`src/rtl/wb_stage_pkg.sv`:
```
// Shared constants for the write-back stage: result-source selectors and load funct3 codes.
package wb_stage_pkg;

  localparam logic [1:0] WB_SEL_ALU  = 2'b00;
  localparam logic [1:0] WB_SEL_LOAD = 2'b01;
  localparam logic [1:0] WB_SEL_PC4  = 2'b10;

  localparam logic [2:0] F3_LB  = 3'd0;
  localparam logic [2:0] F3_LH  = 3'd1;
  localparam logic [2:0] F3_LW  = 3'd2;
  localparam logic [2:0] F3_LBU = 3'd4;
  localparam logic [2:0] F3_LHU = 3'd5;

endpackage

```
`src/rtl/wb_stage_load_extend.sv`:
```
// Combinational load formatter: picks the addressed byte/half from an aligned word
// and sign- or zero-extends it; unknown funct3 codes pass the whole word through.
module load_extend
  import wb_stage_pkg::*;
#(
  parameter int W = 32
) (
  input  logic [2:0]   i_funct3,
  input  logic [1:0]   i_offset,
  input  logic [W-1:0] i_word,
  output logic [W-1:0] o_data
);

  logic [7:0]  w_byte;
  logic [15:0] w_half;

  // Lane select from the byte offset
  always_comb begin
    w_byte = i_word[7:0];
    case (i_offset)
      2'd0:    w_byte = i_word[7:0];
      2'd1:    w_byte = i_word[15:8];
      2'd2:    w_byte = i_word[23:16];
      2'd3:    w_byte = i_word[31:24];
      default: w_byte = i_word[7:0];
    endcase
    w_half = i_offset[1] ? i_word[31:16] : i_word[15:0];
  end

  // Extension by load type
  always_comb begin
    o_data = i_word;
    case (i_funct3)
      F3_LB:   o_data = {{(W-8){w_byte[7]}}, w_byte};
      F3_LBU:  o_data = {{(W-8){1'b0}}, w_byte};
      F3_LH:   o_data = {{(W-16){w_half[15]}}, w_half};
      F3_LHU:  o_data = {{(W-16){1'b0}}, w_half};
      default: o_data = i_word;
    endcase
  end

endmodule

```
`src/rtl/wb_stage.sv`:
```
// Write-back stage: selects the retiring result, registers the register-file write port
// (mirrored as a forwarding source) and counts retired instructions.
module wb_stage
  import wb_stage_pkg::*;
#(
  parameter int CPU_WIDTH      = 32,
  parameter int REG_ADDR_WIDTH = 5
) (
  input  logic                      clk,
  input  logic                      rstn,
  input  logic                      in_valid,
  input  logic                      stall,
  input  logic                      flush,
  input  logic                      in_rd_en,
  input  logic [REG_ADDR_WIDTH-1:0] in_rd_addr,
  input  logic [1:0]                in_wb_sel,
  input  logic [CPU_WIDTH-1:0]      in_alu_result,
  input  logic [CPU_WIDTH-1:0]      in_load_data,
  input  logic [2:0]                in_load_funct3,
  input  logic [1:0]                in_addr_low,
  input  logic [CPU_WIDTH-1:0]      in_pc_plus4,
  output logic                      write_en,
  output logic [REG_ADDR_WIDTH-1:0] write_addr,
  output logic [CPU_WIDTH-1:0]      write_data,
  output logic                      fwd_valid,
  output logic [REG_ADDR_WIDTH-1:0] fwd_addr,
  output logic [CPU_WIDTH-1:0]      fwd_data,
  output logic [31:0]               retired
);

  logic [CPU_WIDTH-1:0]      w_load_fmt;
  logic [CPU_WIDTH-1:0]      w_result;
  logic                      w_we_next;
  logic                      w_leave;

  logic                      r_valid;
  logic                      r_we;
  logic [REG_ADDR_WIDTH-1:0] r_addr;
  logic [CPU_WIDTH-1:0]      r_data;
  logic [31:0]               r_retired;

  load_extend #(.W(CPU_WIDTH)) u_load_extend (
    .i_funct3 (in_load_funct3),
    .i_offset (in_addr_low),
    .i_word   (in_load_data),
    .o_data   (w_load_fmt)
  );

  // Result mux; the reserved selector falls back to the ALU result
  always_comb begin
    w_result = in_alu_result;
    case (in_wb_sel)
      WB_SEL_LOAD: w_result = w_load_fmt;
      WB_SEL_PC4:  w_result = in_pc_plus4;
      default:     w_result = in_alu_result;
    endcase
  end

  assign w_we_next = in_valid & in_rd_en & (in_rd_addr != {REG_ADDR_WIDTH{1'b0}});
  assign w_leave   = r_valid & (~stall | flush);

  // Stage register: flush beats stall, stall holds everything
  always_ff @(posedge clk or negedge rstn) begin
    if (!rstn) begin
      r_valid <= 1'b0;
      r_we    <= 1'b0;
      r_addr  <= {REG_ADDR_WIDTH{1'b0}};
      r_data  <= {CPU_WIDTH{1'b0}};
    end else if (flush) begin
      r_valid <= 1'b0;
      r_we    <= 1'b0;
    end else if (!stall) begin
      r_valid <= in_valid;
      r_we    <= w_we_next;
      r_addr  <= in_rd_addr;
      r_data  <= w_result;
    end
  end

  // Retire counter, advanced when the resident instruction leaves
  always_ff @(posedge clk or negedge rstn) begin
    if (!rstn) begin
      r_retired <= 32'd0;
    end else if (w_leave) begin
      r_retired <= r_retired + 32'd1;
    end
  end

  assign write_en   = r_we;
  assign write_addr = r_addr;
  assign write_data = r_data;
  assign fwd_valid  = r_we;
  assign fwd_addr   = r_addr;
  assign fwd_data   = r_data;
  assign retired    = r_retired;

endmodule

```
`config.mk`:
```
export PLATFORM = sky130hd
export DESIGN_NAME = wb_stage
export DESIGN_NICKNAME = d
export VERILOG_FILES = /design/src/rtl/wb_stage_pkg.sv /design/src/rtl/wb_stage_load_extend.sv /design/src/rtl/wb_stage.sv
export SDC_FILE = /design/constraint.sdc
export NUM_CORES = 1
export LEC_CHECK = 0
export ABC_CLOCK_PERIOD_IN_PS = 2300
export CORE_MARGIN = 2
export CORE_UTILIZATION = 30
export CTS_CLUSTER_DIAMETER = 30
export CTS_CLUSTER_SIZE = 25
export DETAILED_ROUTE_END_ITERATION = 12
export DONT_BUFFER_PORTS = 1
export GPL_TIMING_DRIVEN = 0
export PLACE_DENSITY = 0.56
export SLEW_MARGIN = 25
export SYNTH_ARGS = -nofsm -noshare
export SYNTH_HDL_FRONTEND = slang
export SYNTH_SLANG_ARGS = --single-unit
```
`constraint.sdc`:
```
create_clock -name clk -period 2.3 [get_ports clk]
set_input_delay 0.23 -clock clk [delete_from_list [all_inputs] [get_ports clk]]
set_output_delay 0.23 -clock clk [all_outputs]
set_load 0.02 [all_outputs]
```
==> summary.md <==
| Metric | Value |
|---|---|
| Status | complete, no violations |
| Worst path slowest cell | or4_4 |
| Worst Max-Slew Pin Slew | ~0.64 ns |
| CP delay by family, top | simple AND/OR/NAND/NOR gates |
| Synth area leaders | dfrtp_1, buf_4, nand2_1 |
| Worst path cell trace | and4_4 -> nand3_4 -> or4_4 -> buf_6 -> nor3_4 -> xor2_1 |
| Drt total wl | around 16,000 um |
| Startpoint Class | flip-flop |
| CTS tree | yes |
| WP data arrival | ~2.3 ns |
| Post-Syn Instances | between 400 and 500 |
| Crit path buf inv count | 1 |
| Clk_lat worst skew | approximately 0.35 ns |
| Placed wire-length estimate | 12,100 um |
| # rows | 43 |
| Fin. max-slew vios | 0 |
| Htree depth | 3 |
| Distinct cells, synth | 46 |
| Via count | 3,916 |
| Setup Viol. Count Final | 0 |
| Share of the synthesized area in the top cell type | 40.9% |
| Reg2reg setup slack | 0.23 ns |
| Die area | 15,500 sq um |
| Diode count | 0 |
| Syn_area_per_cell | around 8.9 sq um |
| Hold Path Class | in2reg |
| Drt wl/cell | approximately 23 um |
| Post-layout util | approximately 35% |
| Worst slack at placement | -0.0640 ns |
| Vias in the first global route | around 4,000 |
| Maximum operating frequency | between 400 and 500 MHz |
| Core Region | around 14,000 sq um |
| Synthesized area | around 4300 sq um |
| Ports | about 220 |
| Chip height | between 100 and 150 um |
| Warnings, synthesis | 0 |
| Worst Skew | between 0.006 and 0.007 ns |
| Clock tree buffer depth | 2 |
| RSZ-0062 raised after global routing | false |
| Global placement routability congestion | approximately 0.85 |
| Syn Nets | ~600 |
| First-pass DRT Iterations | 5 |
| Crit path setup slack, layout | about 0.23 ns |
| DRT iter0 DRCs | between 200 and 250 |
| Final net count | 623 |
| Yosys reg bits | 71 |
| Initial antenna violation count | 0 |
| Global route total overflow | 0 |
| Primary FF master, synth | dfrtp_1 |
| Critical path class | reg2reg |
| Worst hold slack | 0.0511 ns |
| Sequential area share after synthesis | between 40% and 50% |
| Clk root buf | clkbuf_16 |
| First-pass GRT wire length | about 24,000 um |
| Synth area leader | dfrtp_1 |
| Max transition margin | ~57% |
| Post-route ant nets | 0 |
| Final hold vios | 0 |
| Total power | just under 0.004 W |
| Post-synth ARST share | between 90% and 100% |
| CP Max Fanout | 7 |
| Filler instances | roughly 1,500 |
| Max rail drop VDD | 0.374 mV |
| Max-cap violations | 0 |
| EDFF count, synth | 0 |
| DR DRC count | 0 |
| Period utilization | 89.9% |
| Vias per inst | 5.67 |
| Layout cells sized above 1 | between 10% and 20% |
| Slowest Stage Delay on Critical Path | 0.55 ns |
| LEAKAGE | roughly 2.2 nW |
| Clock transition at the registers of the reported paths | around 0.06 ns |
| Die width | between 100 and 150 um |
| Pwr per Cell Area | ~790 nW/um^2 |
| CP Capture Type | flip-flop |
| Largest net degree at the start of global routing | 72 |
| Area Growth Syn to Fin | 14.0% |
| Worst EP required | about 2.6 ns |
| GRT Overall Usage | about a fifth |
| CTS sink cnt | ~70 |
| Tmin final | 2.07 ns |
| IO buf count | 0 |
| Starting Density | slightly above 30% |
| CTS buffer count | 9 |
-- cells by family (layout without fill, tap and decap cells) --
| family | after synthesis | after routing | synth area share [%] |
|---|---|---|---|
| and+or+nand+nor | 168 | 168 | 19.5 |
| buffers and inverters | 77 | 101 | 10.2 |
| xor gates and xnor gates | 31 | 31 | 6.25 |
| AOI/OAI and AO/OA | 126 | 126 | 19.5 |
| adders and majority gates | 3 | 3 | 0.864 |
| DFF | 71 | 71 | 40.9 |
| muxes | 11 | 11 | 2.91 |
-- placed cells by master (no fill, tap or decap), types with 15 or more instances in the layout --
master,instances
nor3_1,19
o21ai_0,15
nand2_1,60
clkbuf_1,29
nor2_1,26
a21oi_1,31
and3_1,21
buf_4,38
dfrtp_1,71
o221ai_1,19
o22ai_1,29
xnor2_1,21
-- final cells by class --
class / count / area (sq um) / share of cell area, %
flip-flops and latches: 71 / 1780 / 35.9
multi-input cells: 339 / 2140 / 43.1
clock buffers: 11 / 243 / 4.90
repair buffers: 8 / 97.6 / 1.97
well taps: 180 / 225 / 4.55
clock inverters: 5 / 33.8 / 0.682
plain buffers: 70 / 415 / 8.39
inverters: 7 / 26.3 / 0.530
-- final timing paths --
path                        startpoint           end  cells after the start
hold / removal                in_valid       r_valid                      2
min in group asynchronous         rstn   retired[19]                      2
hold reg to reg            retired[31]   retired[31]                      1
setup / recovery            retired[3]   retired[31]                      6
setup reg to reg            retired[3]   retired[31]                      6
max in group asynchronous         rstn  fwd_data[10]                      2
-- flip-flops by register name, indices dropped and copies added, names as in the netlist --
name and count:
fwd_data 32, retired 32, fwd_valid 1, fwd_addr 5, r_valid 1
-- report_power, final --
group | switching [W] | internal, W
combinational | 0.000479 | 0.000342
clock | 0.000578 | 0.000758
sequential | 0.000372 | 0.00140
-- per-stage QoR --
step / TNS, ns / cell area, sq um / std cells
finish: 0 / 4950 / 691
global route: 0 / 4950 / 691
CTS: 0 / 4940 / 691
detailed placement: -0.254 / 4570 / 667
floorplan: 0 / 4350 / 487
global placement: -0.296 / 4570 / 667
-- cell usage after synthesis, drive strengths merged, types with 4 or more instances --
cell / n
and3: 21
buf: 42
inv: 7
nand2b: 4
mux2i: 7
xnor2: 21
nand3: 12
a2bb2oi: 8
clkbuf: 28
nor2b: 4
o221ai: 19
nor3: 20
a221oi: 14
a21oi: 31
nor2: 26
nand2: 60
dfrtp: 71
o21ai: 16
nand4: 7
o22ai: 29
xor2: 10
-- layer usage --
layer,up-vias,wire length (um),GRT usage [%]
li1,1782,-,-
met1,1880,6140,23.4
met2,223,7450,32.4
met3,31,1670,8.72
met4,0,402,7.27
met5,-,0,0
-- repair_timing --
| item | CTS | global route |
|---|---|---|
| resized for setup | 0 | 1 |
| endpoints found under the setup margin | 0 | 6 |
| endpoints found under the hold margin | 78 | 0 |
| setup buffers | 0 | 0 |
| hold buffers | 8 | 0 |
Power figures use the tool's default switching activity.
